## src/rtl/sf_interp_if.sv

```systemverilog
// Streaming handshake bundle for sf_interp.
//   in_data/in_valid/in_ready    : decimated sample stream into the block
//   out_data/out_valid/out_ready : full-rate interpolated stream out of the block
// slave  = the interpolator side, master = producer/consumer side.
interface sf_interp_if #(
   parameter int unsigned DATA_WIDTH = 8
);
   logic [DATA_WIDTH-1:0] in_data;
   logic                  in_valid;
   logic                  in_ready;
   logic [DATA_WIDTH-1:0] out_data;
   logic                  out_valid;
   logic                  out_ready;

   modport slave (
      input  in_data, in_valid, out_ready,
      output in_ready, out_data, out_valid
   );

   modport master (
      output in_data, in_valid, out_ready,
      input  in_ready, out_data, out_valid
   );
endinterface

```

## src/rtl/sf_interp.sv

```systemverilog
// Linear-interpolating upsampler: each decimated input expands to FILT_SIZE
// output samples ramping toward the next input; the last input of a frame is
// held flat for FILT_SIZE samples.
//   clk, rst_n : clock, asynchronous active-low reset
//   start      : one-cycle pulse, begins a frame when idle
//   bus        : in_* (decimated stream in), out_* (interpolated stream out)
//   busy       : frame in progress
//   done       : one-cycle pulse at frame end
module sf_interp #(
   parameter int unsigned DATA_WIDTH = 8,
   parameter int unsigned FILT_SIZE  = 4,
   parameter int unsigned IN_LEN     = 12
) (
   input  logic        clk,
   input  logic        rst_n,
   input  logic        start,
   sf_interp_if.slave  bus,
   output logic        busy,
   output logic        done
);

   localparam int unsigned KW = $clog2(FILT_SIZE);
   localparam int unsigned SW = (IN_LEN > 1) ? $clog2(IN_LEN) : 1;
   localparam int unsigned PW = DATA_WIDTH + 1 + KW;
   localparam logic [KW-1:0] K_LAST  = KW'(FILT_SIZE - 1);
   localparam logic [SW-1:0] SEG_PEN = SW'((IN_LEN >= 2) ? IN_LEN - 2 : 0);

   typedef enum logic [2:0] {
      S_IDLE,
      S_LOAD_FIRST,
      S_WAIT_NEXT,
      S_EMIT,
      S_EMIT_LAST,
      S_DONE
   } state_t;

   state_t                state;
   logic [DATA_WIDTH-1:0] cur;
   logic [DATA_WIDTH-1:0] nxt;
   logic [KW-1:0]         k;
   logic [SW-1:0]         seg;

   logic in_xfer;
   logic out_xfer;

   assign in_xfer  = bus.in_valid  && bus.in_ready;
   assign out_xfer = bus.out_valid && bus.out_ready;

   // cur + floor((nxt - cur) * kk / FILT_SIZE); the result always lies between
   // a and b, so dropping the upper bits is exact.
   function automatic logic [DATA_WIDTH-1:0] interp(
      input logic [DATA_WIDTH-1:0] a,
      input logic [DATA_WIDTH-1:0] b,
      input logic [KW-1:0]         kk
   );
      logic signed [DATA_WIDTH:0] diff;
      logic signed [PW-1:0]       prod;
      diff = $signed({1'b0, b}) - $signed({1'b0, a});
      prod = PW'(diff) * $signed(PW'(kk));
      return DATA_WIDTH'($signed(PW'(a)) + (prod >>> KW));
   endfunction

   // Frame sequencer; every output, including out_data, is a register.
   always_ff @(posedge clk or negedge rst_n) begin
      if (!rst_n) begin
         state        <= S_IDLE;
         cur          <= '0;
         nxt          <= '0;
         k            <= '0;
         seg          <= '0;
         bus.in_ready <= 1'b0;
         bus.out_valid<= 1'b0;
         bus.out_data <= '0;
         busy         <= 1'b0;
         done         <= 1'b0;
      end else begin
         case (state)
            S_IDLE: begin
               if (start) begin
                  state        <= S_LOAD_FIRST;
                  seg          <= '0;
                  bus.in_ready <= 1'b1;
                  busy         <= 1'b1;
               end
            end

            S_LOAD_FIRST: begin
               if (in_xfer) begin
                  cur <= bus.in_data;
                  if (IN_LEN == 1) begin
                     // Single-sample frame: go straight to the flat tail.
                     state         <= S_EMIT_LAST;
                     k             <= '0;
                     bus.in_ready  <= 1'b0;
                     bus.out_valid <= 1'b1;
                     bus.out_data  <= bus.in_data;
                  end else begin
                     state <= S_WAIT_NEXT;
                  end
               end
            end

            S_WAIT_NEXT: begin
               if (in_xfer) begin
                  nxt           <= bus.in_data;
                  k             <= '0;
                  state         <= S_EMIT;
                  bus.in_ready  <= 1'b0;
                  bus.out_valid <= 1'b1;
                  bus.out_data  <= cur;
               end
            end

            S_EMIT: begin
               if (out_xfer) begin
                  if (k == K_LAST) begin
                     cur <= nxt;
                     seg <= seg + SW'(1);
                     k   <= '0;
                     if (seg == SEG_PEN) begin
                        state        <= S_EMIT_LAST;
                        bus.out_data <= nxt;
                     end else begin
                        state         <= S_WAIT_NEXT;
                        bus.out_valid <= 1'b0;
                        bus.in_ready  <= 1'b1;
                     end
                  end else begin
                     k            <= k + KW'(1);
                     bus.out_data <= interp(cur, nxt, k + KW'(1));
                  end
               end
            end

            S_EMIT_LAST: begin
               if (out_xfer) begin
                  if (k == K_LAST) begin
                     k             <= '0;
                     state         <= S_DONE;
                     bus.out_valid <= 1'b0;
                     done          <= 1'b1;
                  end else begin
                     k <= k + KW'(1);
                  end
               end
            end

            S_DONE: begin
               state <= S_IDLE;
               done  <= 1'b0;
               busy  <= 1'b0;
            end

            default: begin
               state         <= S_IDLE;
               bus.in_ready  <= 1'b0;
               bus.out_valid <= 1'b0;
               busy          <= 1'b0;
               done          <= 1'b0;
            end
         endcase
      end
   end

endmodule

```

## src/flat_wrapper.sv

```systemverilog
// flat-port wrapper written by rule: the top's interface ports become plain ports
module sf_interp_flat 
#(
   parameter int unsigned DATA_WIDTH = 8,
   parameter int unsigned FILT_SIZE  = 4,
   parameter int unsigned IN_LEN     = 12
)
  (clk, rst_n, start, busy, done, bus_in_data, bus_in_valid, bus_out_ready, bus_in_ready, bus_out_data, bus_out_valid);
  sf_interp_if #(.DATA_WIDTH(DATA_WIDTH)) bus_i ();
  input  logic clk;
  input  logic rst_n;
  input  logic start;
  output logic busy;
  output logic done;
  input wire logic [$bits(bus_i.in_data)-1:0] bus_in_data;
  input wire logic [$bits(bus_i.in_valid)-1:0] bus_in_valid;
  input wire logic [$bits(bus_i.out_ready)-1:0] bus_out_ready;
  output wire logic [$bits(bus_i.in_ready)-1:0] bus_in_ready;
  output wire logic [$bits(bus_i.out_data)-1:0] bus_out_data;
  output wire logic [$bits(bus_i.out_valid)-1:0] bus_out_valid;
  assign bus_i.in_data = bus_in_data;
  assign bus_i.in_valid = bus_in_valid;
  assign bus_i.out_ready = bus_out_ready;
  assign bus_in_ready = bus_i.in_ready;
  assign bus_out_data = bus_i.out_data;
  assign bus_out_valid = bus_i.out_valid;
  sf_interp #(.DATA_WIDTH(DATA_WIDTH), .FILT_SIZE(FILT_SIZE), .IN_LEN(IN_LEN)) u_core (.clk(clk), .rst_n(rst_n), .start(start), .bus(bus_i), .busy(busy), .done(done));
endmodule
```

## config.mk

```make
export PLATFORM = sky130hd
export DESIGN_NAME = sf_interp_flat
export DESIGN_NICKNAME = d
export VERILOG_FILES = /design/src/rtl/sf_interp_if.sv /design/src/rtl/sf_interp.sv /design/src/flat_wrapper.sv
export SDC_FILE = /design/constraint.sdc
export NUM_CORES = 1
export LEC_CHECK = 0
export CAP_MARGIN = 20
export CORE_MARGIN = 2
export CORE_UTILIZATION = 53
export CTS_CLUSTER_DIAMETER = 120
export DETAILED_ROUTE_END_ITERATION = 10
export PLACE_DENSITY_LB_ADDON = 0.15
export SLEW_MARGIN = 15
export SYNTH_ARGS = -nofsm -noshare
export SYNTH_HDL_FRONTEND = slang
export SYNTH_SLANG_ARGS = --single-unit
```

## constraint.sdc

```tcl
create_clock -name clk -period 4.8 [get_ports clk]
set_clock_uncertainty 0.15 [all_clocks]
set_input_delay 0.96 -clock clk [delete_from_list [all_inputs] [get_ports clk]]
set_output_delay 0.96 -clock clk [all_outputs]
set_load 0.01 [all_outputs]
```

==> impl_metrics.tcl <==
set metrics [dict create \
    grt_pass1_wl_mm 11.36 \
    synthArstFlopShare_pct 100.0 \
    cts_buffer_depth 2 \
    antenna_found_initial 0 \
    drt-met1-wl_mm 3.523 \
    crit_path_max_fanout 4 \
    yosysWarnings 0 \
    most-common-layout-cells "40 x nand2_1, 37 x dfrtp_1, 31 x nor2_1" \
    max_stage_delay_ns 0.43 \
    core_area_um2 5507 \
    drc_errors 0 \
    synth_top_area_share_pct 30.50 \
    setup_viol 0 \
    wirelength_mm 7.003 \
    grt_pass1_vias 2360 \
    synth-main-ff-cell "dfrtp_1" \
    h-tree-depth 2 \
    start_util_pct 55.12 \
    postLayoutCoreUtil_pct 64.60 \
    via_per_inst 5.664 \
    critPathSlowestCell "dfrtp_1" \
    worstPathRequired_ns 4.86 \
    grt_max_degree 38 \
    postSynthAreaPerCell_um2 8.455 \
    period_needed_ns 4.609 \
    cts_buffers 5 \
    wl_met3_um 314 \
    synth_nets 408 \
    end_kind "flop" \
    cts_tree "built" \
    drtIter0Drc 104 \
    port_buffers 24 \
    crit_chain "ha_1 > fa_2 > nand2b_4 > and3b_1 > ha_1 > ha_1 > inv_1 > fa_2 > inv_1 > a21o_1 > a21oi_2 > o21bai_1 > a21oi_2 > xnor2_1 > ha_1 > o211a_1 > o21ai_0 > o21bai_1 > a211o_1 > and2_4 > a211oi_2" \
    max_freq_mhz 217.0 \
    drive_above_1_share_pct 11.75 \
    die_y_um 79.68 \
    synth_area_leaders "dfrtp_1 31%, ha_1 14%, nand2_1 4.9%" \
    gp_congestion 0.8799 \
    drv_cap 0 \
    period_share_pct 96.02 \
    layout_commonest_cell "nand2_1" \
    hp-class "flop to flop" \
    ios 25 \
    status "complete, no violations" \
    cts-root-buf "clkbuf_8" \
    numClockSinks 37 \
    postLayoutSetupSlackWorst_ns 0.1909 \
    synth-edff-count 0 \
    vias 2577 \
    gr-total-overflow 0 \
    syn_inst 359 \
    wire_per_inst_um 15.39 \
    ys_types 53 \
    row_count 27 \
    crit_type "flop to flop" \
    cp_common_cell "ha_1" \
    pre_cts_ws_ns -0.01044 \
    startpoint_type "flop" \
    cp_data_arrival_time_ns 4.67 \
    hold_viol 0 \
    relSlewSlack_pct 32.95 \
    yosysSeqAreaShare_pct 30.50 \
    yosys.area.top_type "dfrtp_1" \
    area_delta_synth_final_pct 17.19 \
    hpwl_mm 5.062 \
    top_layer_used "met4" \
    die_area_um2 6349 \
    fillers 462 \
    dr_wl_met2_mm 3.115 \
    drt_pass1_iterations 6 \
    die_w_um 79.68 \
    fin_nets 431 \
    grt_usage_pct 22.73 \
    synth-seq-cells 37 \
    path_clk_slew_ns 0.08 \
    drv_slew 0 \
    diodes 0 \
    ant_nets 0 \
    netlist_area_um2 3035 \
    clock_latency_ns 0.29 \
    worst_pin_slew_ns 1.004 \
]
area by class of cell:
| class | instances | area (µm²) | share of cell area [%] |
|---|---|---|---|
| multi-input cells | 283 | 2043 | 57.44 |
| flip-flops and latches | 37 | 925.9 | 26.03 |
| repair buffers | 31 | 287.8 | 8.090 |
| inverters | 24 | 90.09 | 2.533 |
| well taps | 72 | 90.09 | 2.533 |
| clock buffers | 6 | 82.58 | 2.321 |
| clock inverters | 2 | 37.54 | 1.055 |
synth_stat cells, types with 2 or more instances:
cell and number:
nand2_1 40, and3_1 2, nor3_1 9, ha_1 33
a211o_1 2, mux2i_1 4, nor3b_1 2, xnor2_1 9
o22ai_1 2, or2_2 2, nand3b_1 2, nand3_1 5
a21o_1 8, dfrtp_1 37, o211ai_1 3, nor2_1 31
buf_2 2, nand2b_1 10, and2_1 3, fa_1 3
inv_1 24, o21ai_0 22, mux2_2 9, a31oi_1 11
and3b_1 2, xor2_1 5, o21a_1 3, clkbuf_1 12
nor2b_1 6, a22oi_1 2, a21boi_0 2, o21bai_1 5
a21oi_1 26, a211oi_1 2
sequential cells by signal (all words and copies together) (netlist names):
signal                cells
u_core.nxt                8
u_core.bus.in_ready       1
u_core.bus.out_data       8
u_core.cur                8
u_core.bus.out_valid      1
u_core.busy               1
u_core.done               1
u_core.k                  2
u_core.state              3
u_core.seg                4
per-layer routing:
layer | GRT usage (%) | vias to the layer above
met3 | 3.620 | 5
li1 | - | 1308
met4 | 5.172 | 0
met2 | 32.69 | 58
met1 | 35.52 | 1206
met5 | 0 | -
critical path: cells and delay by family (launching register included):
kind | cells | cell delay, ns
compound gates | 9 | 1.59
xor+xnor | 1 | 0.11
fa+ha+maj | 6 | 1.66
buf+inv | 2 | 0.12
flops | 1 | 0.43
simple gates | 3 | 0.49
cells by family after synthesis:
kind of cell    count (synthesis)  share of synthesized area (%)
simple gates                  120                          19.17
compound gates                100                          20.90
buf+inv                        39                          5.153
flops                          37                          30.50
fa+ha+maj                      36                          15.58
xor+xnor                       14                          4.040
mux                            13                          4.658
metrics by stage:
stage,area [µm²],std cells,setup TNS (ns),hold slack [ns]
6_report,3557,455,0,0.3461
5_1_grt,3557,455,-0.03256,0.3919
4_1_cts,3467,453,0,0.3473
3_5_place_dp,3324,444,-0.01044,0.3262
3_3_place_gp,3324,444,0,0.3147
2_1_floorplan,3035,359,0,0.3547
worst paths after layout:
kind	start	slack, ns	endpoint	cells past startpoint
min	u_core.bus.out_data[1]	0.35	u_core.bus.out_data[1]	2
min in group asynchronous	rst_n	0.62	u_core.bus.out_data[1]	1
max in group asynchronous	rst_n	3.36	u_core.state[1]	1
max reg2reg	u_core.cur[0]	0.19	u_core.bus.out_data[7]	21
min reg2reg	u_core.bus.out_data[1]	0.35	u_core.bus.out_data[1]	2
max	u_core.cur[0]	0.19	u_core.bus.out_data[7]	21
timing repair:
item | 4_1_cts | 5_1_grt
buffers inserted | 1 | 2
hold buffers | 0 | 0
setup endpoints to repair | 1 | 2
pin swaps | 0 | 4
gates resized for setup | 2 | 13
Power is not shown: default switching activity piles up to over one toggle a cycle in this logic, so the estimate is an artifact.
